<file path="src/rtl/jtriders_pkg.sv">
// Shared types and defaults for the riders/tmnt2 bus arbiter.
// Arbitration states and 68000 timing constants.
package jtriders_pkg;

  typedef enum logic [2:0] {
    IDLE,
    WAIT_CYC,
    DLY,
    GRANT,
    OWN,
    REL
  } arb_st_e;

  localparam int GNT_DLY_DEF = 2;
  localparam int TOUT_DEF    = 255;

endpackage

</file>
<file path="src/rtl/jtriders_busarb_mux.sv">
// Shared memory port master select and DMA busy tracking.
// The mux is purely combinational on dma_owner.
module jtriders_busarb_mux
  import jtriders_pkg::*;
#(
  parameter int AW = 23
) (
  input  logic        clk,
  input  logic        rst,
  input  logic        dma_owner,
  input  logic        cpu_asn,
  input  logic [AW:1] cpu_addr,
  input  logic [1:0]  cpu_dsn,
  input  logic        cpu_we,
  input  logic [AW:1] dma_addr,
  input  logic [1:0]  dma_dsn,
  input  logic        dma_we,
  input  logic        mem_ok,
  output logic [AW:1] mem_addr,
  output logic [1:0]  mem_dsn,
  output logic        mem_we,
  output logic        bus_busy
);

  logic       busy_q, busy_d;
  logic [1:0] dsn_q, dsn_d;

  always_comb begin
    mem_addr = cpu_addr;
    mem_dsn  = cpu_asn ? 2'b11 : cpu_dsn;
    mem_we   = cpu_we;
    if (dma_owner) begin
      mem_addr = dma_addr;
      mem_dsn  = dma_dsn;
      mem_we   = dma_we;
    end
  end

  // A new access is any active strobe pattern not seen on the previous clk.
  always_comb begin
    busy_d = 1'b0;
    dsn_d  = 2'b11;
    if (dma_owner) begin
      dsn_d  = dma_dsn;
      busy_d = busy_q;
      if (dma_dsn != 2'b11 && dma_dsn != dsn_q)
        busy_d = 1'b1;
      else if (mem_ok)
        busy_d = 1'b0;
    end
  end

  always_ff @(posedge clk) begin
    if (rst) begin
      busy_q <= 1'b0;
      dsn_q  <= 2'b11;
    end else begin
      busy_q <= busy_d;
      dsn_q  <= dsn_d;
    end
  end

  assign bus_busy = busy_q & dma_owner;

endmodule

</file>
<file path="src/rtl/jtriders_busarb.sv">
// 68000 BR/BG/BGACK responder for the protection DMA master.
// Grants the bus only between CPU cycles and hands it back after release.
module jtriders_busarb
  import jtriders_pkg::*;
#(
  parameter int GNT_DLY = GNT_DLY_DEF,
  parameter int TOUT    = TOUT_DEF,
  parameter int AW      = 23
) (
  input  logic        clk,
  input  logic        rst,
  input  logic        cen_8,
  input  logic        cpu_asn,
  input  logic [AW:1] cpu_addr,
  input  logic [1:0]  cpu_dsn,
  input  logic        cpu_we,
  input  logic [AW:1] dma_addr,
  input  logic [1:0]  dma_dsn,
  input  logic        dma_we,
  input  logic        BRn,
  input  logic        BGACKn,
  input  logic        mem_ok,
  output logic        BGn,
  output logic        cpu_haltn,
  output logic        bus_busy,
  output logic [AW:1] mem_addr,
  output logic [1:0]  mem_dsn,
  output logic        mem_we,
  output logic        dma_owner
);

  localparam int CW = $clog2(GNT_DLY + 1);
  localparam int TW = $clog2(TOUT + 1);

  arb_st_e       state_q, state_d;
  logic [CW-1:0] cnt_q, cnt_d;
  logic [TW-1:0] tout_q, tout_d;
  logic          bgn_q, bgn_d;
  logic          haltn_q, haltn_d;
  logic          own_q, own_d;

  always_comb begin
    state_d = state_q;
    cnt_d   = cnt_q;
    tout_d  = tout_q;
    bgn_d   = bgn_q;
    haltn_d = haltn_q;
    own_d   = own_q;
    unique case (state_q)
      IDLE: begin
        if (cen_8 && !BRn) state_d = WAIT_CYC;
      end
      WAIT_CYC: begin
        if (cen_8) begin
          if (BRn) begin
            state_d = IDLE;
          end else if (cpu_asn) begin
            cnt_d   = CW'(GNT_DLY);
            state_d = DLY;
          end
        end
      end
      DLY: begin
        if (cen_8) begin
          if (BRn) begin
            cnt_d   = '0;
            state_d = IDLE;
          end else if (cnt_q <= CW'(1)) begin
            cnt_d   = '0;
            bgn_d   = 1'b0;
            haltn_d = 1'b0;
            tout_d  = TW'(TOUT);
            state_d = GRANT;
          end else begin
            cnt_d = cnt_q - CW'(1);
          end
        end
      end
      // The ack is sampled every clk so BGn drops out within one clk.
      GRANT: begin
        if (!BGACKn) begin
          bgn_d   = 1'b1;
          own_d   = 1'b1;
          tout_d  = '0;
          state_d = OWN;
        end else if (cen_8) begin
          if (BRn || tout_q <= TW'(1)) begin
            bgn_d   = 1'b1;
            haltn_d = 1'b1;
            tout_d  = '0;
            state_d = IDLE;
          end else begin
            tout_d = tout_q - TW'(1);
          end
        end
      end
      OWN: begin
        if (cen_8 && BGACKn) begin
          own_d   = 1'b0;
          state_d = REL;
        end
      end
      REL: begin
        if (cen_8) begin
          haltn_d = 1'b1;
          state_d = IDLE;
        end
      end
      default: state_d = IDLE;
    endcase
  end

  always_ff @(posedge clk) begin
    if (rst) begin
      state_q <= IDLE;
      cnt_q   <= '0;
      tout_q  <= '0;
      bgn_q   <= 1'b1;
      haltn_q <= 1'b1;
      own_q   <= 1'b0;
    end else begin
      state_q <= state_d;
      cnt_q   <= cnt_d;
      tout_q  <= tout_d;
      bgn_q   <= bgn_d;
      haltn_q <= haltn_d;
      own_q   <= own_d;
    end
  end

  assign BGn       = bgn_q;
  assign cpu_haltn = haltn_q;
  assign dma_owner = own_q;

  jtriders_busarb_mux #(.AW(AW)) u_mux (
    .clk       (clk),
    .rst       (rst),
    .dma_owner (own_q),
    .cpu_asn   (cpu_asn),
    .cpu_addr  (cpu_addr),
    .cpu_dsn   (cpu_dsn),
    .cpu_we    (cpu_we),
    .dma_addr  (dma_addr),
    .dma_dsn   (dma_dsn),
    .dma_we    (dma_we),
    .mem_ok    (mem_ok),
    .mem_addr  (mem_addr),
    .mem_dsn   (mem_dsn),
    .mem_we    (mem_we),
    .bus_busy  (bus_busy)
  );

endmodule

</file>
<file path="config.mk">
export PLATFORM = sky130hd
export DESIGN_NAME = jtriders_busarb
export DESIGN_NICKNAME = d
export VERILOG_FILES = /design/src/rtl/jtriders_pkg.sv /design/src/rtl/jtriders_busarb_mux.sv /design/src/rtl/jtriders_busarb.sv
export SDC_FILE = /design/constraint.sdc
export NUM_CORES = 1
export LEC_CHECK = 0
export ABC_AREA = 1
export BUFFER_PORTS_ARGS = -buffer_cell sky130_fd_sc_hd__clkbuf_2
export CAP_MARGIN = 25
export CORE_MARGIN = 4
export CORE_UTILIZATION = 35
export DETAILED_ROUTE_END_ITERATION = 8
export PLACE_DENSITY_LB_ADDON = 0.15
export SYNTH_ARGS = -nofsm -noshare
export SYNTH_HDL_FRONTEND = slang
export SYNTH_SLANG_ARGS = --single-unit
</file>
<file path="constraint.sdc">
create_clock -name clk -period 1.3 [get_ports clk]
set_clock_uncertainty 0.05 [all_clocks]
set_input_delay 0.065 -clock clk [delete_from_list [all_inputs] [get_ports clk]]
set_output_delay 0.065 -clock clk [all_outputs]
set_load 0.005 [all_outputs]
</file>
==> results.cfg, run 1 <==
[status]
status = finished with violations
violations = negative setup slack

[route]
drt-total-wl_um = 5090
vias = 2030
viasPerCell = 4.57
drt_iter0_markers = 83
route.detailed.drc = 0
wire_per_inst_um = 11.5
postRouteAntennaNets = 0
drtPass1Iterations = 4

[clocking]
cts_root_buf = clkbuf_8
clk_path_buf_depth = 2
cts_tree = done
cts_max_level = 1
clk_pin_slew_ns = 0.07
clock_sinks = 19
numCtsBuffers = 3
insertion_delay_ns = 0.26

[synthesis]
syn_nets = 336
synth_top_area_share = 0.314
synthSimpleGateAreaFrac = 0.532
synth-xor-area-share = 0.0114
synth_compound_area_frac = 0.0998
synth_top_area_cell = nand2_1
synth_seq_area_share = 0.249
yosysWarnings = 0
synth_edf_count = 0
ys_top_cells_by_count = nand2_1, inv_1, nor2_1, dfxtp_1, nand3_1
syn_area_um2 = 1530
synth_most_common_cell = nand2_1
synth_top_family_by_area = simple AND/OR/NAND/NOR gates
syn_inst = 275
synth-adder-area-share = 0.0164
synthArstFlopShare = 0
synth_top_flop_cell = dfxtp_1
avgSynthCellArea_um2 = 5.56
synth.distinct_cells = 28
muxShareOfSynthArea = 0
synthTopCellsByArea = nand2_1, dfxtp_1, inv_1
synth_seq_cells = 19

[timing]
finalMaxSlewViolations = 0
rsz0062_at_grt = true
slew_headroom = 0.691
tns_ns = -1.24
fin_crit_ns = 1.46
worst_slew_pin_slew_ns = 0.463
setup_ws_ns = -0.165
post-route-period-util = 1.13
hold_violations = 0
fmax_ghz = 0.683
final-setup-viol-count = 14

[layout]
antenna_cells = 0
regArea_um2 = 393
drive_above_1_share = 0.426
multi_input_comb_area_um2 = 1080
nNetsFinal = 456
syn_to_final_growth_pct = 60.2
instances_no_fill = 444
fillers = 427
final_area_um2 = 2450

[floorplanning]
initial_utilization = 0.372
die-area_um2 = 5490
placeableCoreArea_um2 = 4120
rows = 23
pin_count = 89
die_w_um = 74.1
die_h_um = 74.1

[power_and_ir_drop]
p_leak_nw = 1.42
peakVddDrop_mv = 1.06
power_density_nw_per_um2 = 1650

[place]
dp_hpwl_um = 4020
io_buffers = 88
placedCellCount = 434
gp_congestion = 0.929
placed_area_um2 = 2240

[global_route]
grt_max_degree = 29
overflow = 0
met1_usage = 0.219
top_usage_layer = met2
first_global_vias = 1747
met3_usage = 0.0324
antenna_found_initial = 0
grt_use_total = 0.173
grt_pass1_wl_um = 7590
grt_use_met2 = 0.289

[worst_setup_path]
cp_data_arrival_time_ns = 1.58
rrSetupSlack_ns = -0.16
critPathKind = reg2reg
cp-end-kind = flop
startpoint_type = flop
path_max_fanout = 3
worstPathRequired_ns = 1.41

[job]
drv_cap = 0

[worst_hold_path]
hold_class = in2reg
==> through the flow <==
stage | total power [mW] | hold WS (ns) | setup slack, ns | utilization
5_1_grt | 4.42 | 0.0355 | -0.296 | 0.596
3_5_place_dp | 3.31 | 0.245 | -0.136 | 0.545
6_report | 4.04 | 0.0231 | -0.165 | 0.596
4_1_cts | 3.85 | 0.0100 | -0.124 | 0.570
3_3_place_gp | 3.29 | 0.242 | -0.121 | 0.545
2_1_floorplan | 2.38 | 0.0841 | -0.00131 | -
==> placed cells by master, fill, tap and decap left out, types with 2 or more instances in the layout <==
cell	netlist	final
a21oi_2	1	2
nor2_4	2	4
nor2_2	6	10
nand2_2	3	7
a21oi_1	9	8
inv_1	27	22
nand4_1	3	3
dfxtp_2	0	4
nand3_2	0	2
inv_2	3	5
clkbuf_8	0	3
inv_4	0	3
nand2_1	128	124
dfxtp_1	19	13
o21ai_1	1	3
buf_4	0	28
buf_12	0	2
nor3_1	4	4
dlygate4sd3_1	0	3
o21ai_0	11	9
xor2_1	2	2
ha_4	0	2
nor2_1	23	17
nand3_1	15	13
clkbuf_2	0	88
dfxtp_4	0	2
==> flip-flops by register name (all words and copies together) (netlist names) <==
name and count:
dma_owner 1, u_mux.dsn_q 2, BGn 1, cpu_haltn 1, u_mux.busy_q 1, tout_q 8
cnt_q 2, state_q 3
==> final timing paths <==
check | startpoint | end | cells after the start
worst min register to register | BGn$_SDFFE_PP1P_ | BGn$_SDFFE_PP1P_ | 2
worst max register to register | tout_q[0]$_SDFFE_PP0P_ | state_q[2]$_SDFFE_PP0P_ | 10
worst min-delay path | BGACKn | dma_owner$_SDFFE_PP0P_ | 2
worst max-delay path | tout_q[0]$_SDFFE_PP0P_ | state_q[2]$_SDFFE_PP0P_ | 10
==> layout make-up <==
cell class,count,area share
Timing Repair Buffer,122,0.304
Inverter,30,0.0490
Tap cell,50,0.0255
Clock inverter,1,0.00204
Clock buffer,3,0.0168
Sequential cell,19,0.160
Multi-Input combinational cell,219,0.442
==> worst max-delay path: stages (launching register included) <==
cell and delay, ns:
dfxtp_4 0.39, inv_4 0.04, ha_4 0.15, nor2_2 0.07, nor2_1 0.05, nand2_1 0.11, nand4_1 0.18, inv_2 0.12
nor2_4 0.04, nor2_2 0.10, nor2_1 0.05
==> what timing repair did <==
| action | CTS | global route |
|---|---|---|
| cloned | 0 | 1 |
| pin swaps | 3 | 10 |
| endpoints found under the setup margin | 16 | 43 |
| hold buffers | 3 | 0 |
| endpoints found under the hold margin | 4 | 0 |
| resized for setup | 5 | 27 |
| buffers inserted | 2 | 0 |
==> metal layers <==
layer  wire (um)  share of wire
met1        2200           0.43
met2        2660           0.52
met3         196          0.038
met4          37         0.0073
met5           0              0
==> kinds of logic after synthesis <==
kind of cell | after synthesis
AND/OR/NAND/NOR | 188
flip-flops | 19
AO/OA/AOI/OAI | 27
buffers and inverters | 37
adder cells (fa/ha/maj) | 2
XOR/XNOR | 2
==> power by group <==
group / internal [mW] / switching [mW]
Sequential: 0.782 / 0.178
Clock: 0.213 / 0.204
Combinational: 1.23 / 1.43
No activity file was read; power rests on OpenSTA's default activity.
==> inputs of run 2 (changes only) <==
--- a/config.mk
+++ b/config.mk
@@ -9,7 +9,7 @@
 export BUFFER_PORTS_ARGS = -buffer_cell sky130_fd_sc_hd__clkbuf_2
 export CAP_MARGIN = 25
 export CORE_MARGIN = 4
-export CORE_UTILIZATION = 35
+export CORE_UTILIZATION = 40
 export DETAILED_ROUTE_END_ITERATION = 8
 export PLACE_DENSITY_LB_ADDON = 0.15
 export SYNTH_ARGS = -nofsm -noshare
==> run 2 against run 1 <==
  * The flow still finishes with violations (negative setup slack)
  * First-iteration DRC count shrank 9.6%
  * Final cell count grew 1.1%
  * Global-route usage grew 3.3 points
  * Wire length grew 7.3%
  * Critical path depth shrank 1
  * Count of clock-buffer cells in the layout grew 1
  * Die area shrank 11%
  * Sequential share of layout area shrank 0.59 points
  * Critical endpoint is now tout_q[1]$_SDFFE_PP0P_
  * Largest cell class unchanged
==> results.cfg, run 2 (synthesis results as in run 1) <==
[status]
status = finished with violations
violations = negative setup slack

[worst_setup_path]
rrSetupSlack_ns = -0.17
worstPathRequired_ns = 1.45
timing.rr.end = tout_q[1]$_SDFFE_PP0P_
path_cells = inv_4 > ha_4 > nor2_4 > nor2_2 > nand2_2 > buf_4 > nand3_4 > o21ai_2 > and3_4
crit_buf_inv = 2
startpoint_type = flop
rr_startpoint = tout_q[0]$_SDFFE_PP0P_
slowest_delay_ns = 0.38
cp-end-kind = flop
path_max_fanout = 4
r2r_cells = 9
cp_data_arrival_time_ns = 1.62
crit_family = simple AND/OR/NAND/NOR gates
slowest_stage = dfxtp_4
critPathKind = reg2reg

[layout]
drive_above_1_share = 0.456
antenna_cells = 0
largest_reg_flops = 8
fillers = 329
nNetsFinal = 463
multi_input_comb_area_um2 = 1150
final_cell_mix = nand2_1, clkbuf_2, buf_4, inv_1, nor2_1
final_area_um2 = 2580
regArea_um2 = 398
syn_to_final_growth_pct = 68.4
top_regs = tout_q: 8 flops, state_q: 3 flops
layout_commonest_cell = nand2_1
top_register = tout_q

[route]
wire_per_inst_um = 12.2
drtPass1Iterations = 4
drt_iter0_markers = 75
route.detailed.drc = 0
postRouteAntennaNets = 0
viasPerCell = 4.74
drt-total-wl_um = 5460
vias = 2127

[floorplanning]
rows = 22
initial_utilization = 0.415
die_w_um = 69.9
die_h_um = 69.9
pin_count = 89
placeableCoreArea_um2 = 3690
die-area_um2 = 4880

[clocking]
numCtsBuffers = 3
clk_pin_slew_ns = 0.07
cts_max_level = 1
clock_sinks = 19
clk_path_buf_depth = 2
cts_root_buf = clkbuf_8
insertion_delay_ns = 0.26
cts_tree = done

[timing]
post-route-period-util = 1.13
setup_ws_ns = -0.166
tns_ns = -1.27
slew_headroom = 0.815
worst_slew_pin_slew_ns = 0.277
fmax_ghz = 0.682
final-setup-viol-count = 13
finalMaxSlewViolations = 0
hold_violations = 0
fin_crit_ns = 1.47
rsz0062_at_grt = true

[power_and_ir_drop]
power_density_nw_per_um2 = 1720
p_total_mw = 4.44
pwr-share-comb = 0.681
p_int_mw = 2.43
pwr-share-clk = 0.095
switching_power_mw = 2.01
p_leak_nw = 1.47
peakVddDrop_mv = 1.32
seqPwrFrac = 0.224
p_sw_frac = 0.453

[place]
gp_congestion = 0.851
dp_hpwl_um = 3870
io_buffers = 88
placed_area_um2 = 2260
pre_cts_ws_ns = -0.124

[worst_hold_path]
holdPathEnd = dma_owner$_SDFFE_PP0P_
whs_path_depth = 2
hold_class = in2reg
hp-start = BGACKn

[global_route]
grt_max_degree = 27
grt_use_total = 0.206
overflow = 0
antenna_found_initial = 0
grt_pass1_wl_um = 8580
first_global_vias = 1975

[job]
drv_cap = 0
-- run 2: cell count changes in the layout (fill, tap and decap cells not counted), sizes merged --
cell and delta:
buf +7, clkbuf +1, clkinv -1, clkinvlp +1, inv -1
-- run 2: per-layer routing --
| layer | vias up | global-route usage | wire length [um] |
|---|---|---|---|
| met5 | - | 0 | 0 |
| met4 | 0 | 0.0511 | 56 |
| met3 | 6 | 0.0403 | 431 |
| met2 | 85 | 0.371 | 2780 |
| met1 | 929 | 0.250 | 2190 |
| li1 | 1107 | - | - |
-- run 2: power groups by stage --
stage                     Combinational (mW)  Sequential [mW]  Clock [mW]
after detailed placement                2.44            0.908           0
after CTS                               2.59            0.928       0.430
after global routing                    3.38             1.02       0.451
after global placement                  2.42            0.902           0
after floorplan                         1.48            0.898           0
final                                   3.02            0.996       0.422
-- run 2: area by class of cell --
class | instances | share of cell area
Clock buffer | 4 | 0.0175
Inverter | 30 | 0.0490
Multi-Input combinational cell | 219 | 0.445
Sequential cell | 19 | 0.154
Tap cell | 48 | 0.0233
Timing Repair Buffer | 129 | 0.311
-- run 2: through the flow --
stage | hold WS, ns | std cells | util
2_1_floorplan | 0.0841 | 275 | -
3_5_place_dp | 0.252 | 436 | 0.612
4_1_cts | 0.0296 | 446 | 0.655
6_report | 0.0447 | 449 | 0.699
3_3_place_gp | 0.240 | 436 | 0.612
5_1_grt | 0.0403 | 449 | 0.699
-- run 2: worst max path at each step --
stage	to	cells past startpoint	start	slack (ns)
after floorplan	state_q[1]$_SDFFE_PP0P_	10	tout_q[0]$_SDFFE_PP0P_	-0.001
after global placement	tout_q[1]$_SDFFE_PP0P_	6	state_q[1]$_SDFFE_PP0P_	-0.09
after detailed placement	state_q[2]$_SDFFE_PP0P_	7	state_q[1]$_SDFFE_PP0P_	-0.12
after CTS	state_q[1]$_SDFFE_PP0P_	10	tout_q[0]$_SDFFE_PP0P_	-0.07
after global routing	tout_q[1]$_SDFFE_PP0P_	9	tout_q[0]$_SDFFE_PP0P_	-0.24
final	tout_q[1]$_SDFFE_PP0P_	9	tout_q[0]$_SDFFE_PP0P_	-0.17
-- run 2: repair_timing --
| item | in CTS | in global routing |
|---|---|---|
| setup endpoints to repair | 40 | 40 |
| hold endpoints to repair | 3 | 0 |
| setup buffers | 3 | 2 |
| gates resized for setup | 20 | 37 |
| pin swaps | 11 | 14 |
| hold buffers | 3 | 0 |
| gates cloned | 0 | 1 |
-- run 2: worst reg2reg max path, cell delays in order, from the launching register on --
cell	delay, ns
dfxtp_4	0.38
inv_4	0.04
ha_4	0.17
nor2_4	0.10
nor2_2	0.05
nand2_2	0.07
buf_4	0.12
nand3_4	0.10
o21ai_2	0.15
and3_4	0.19
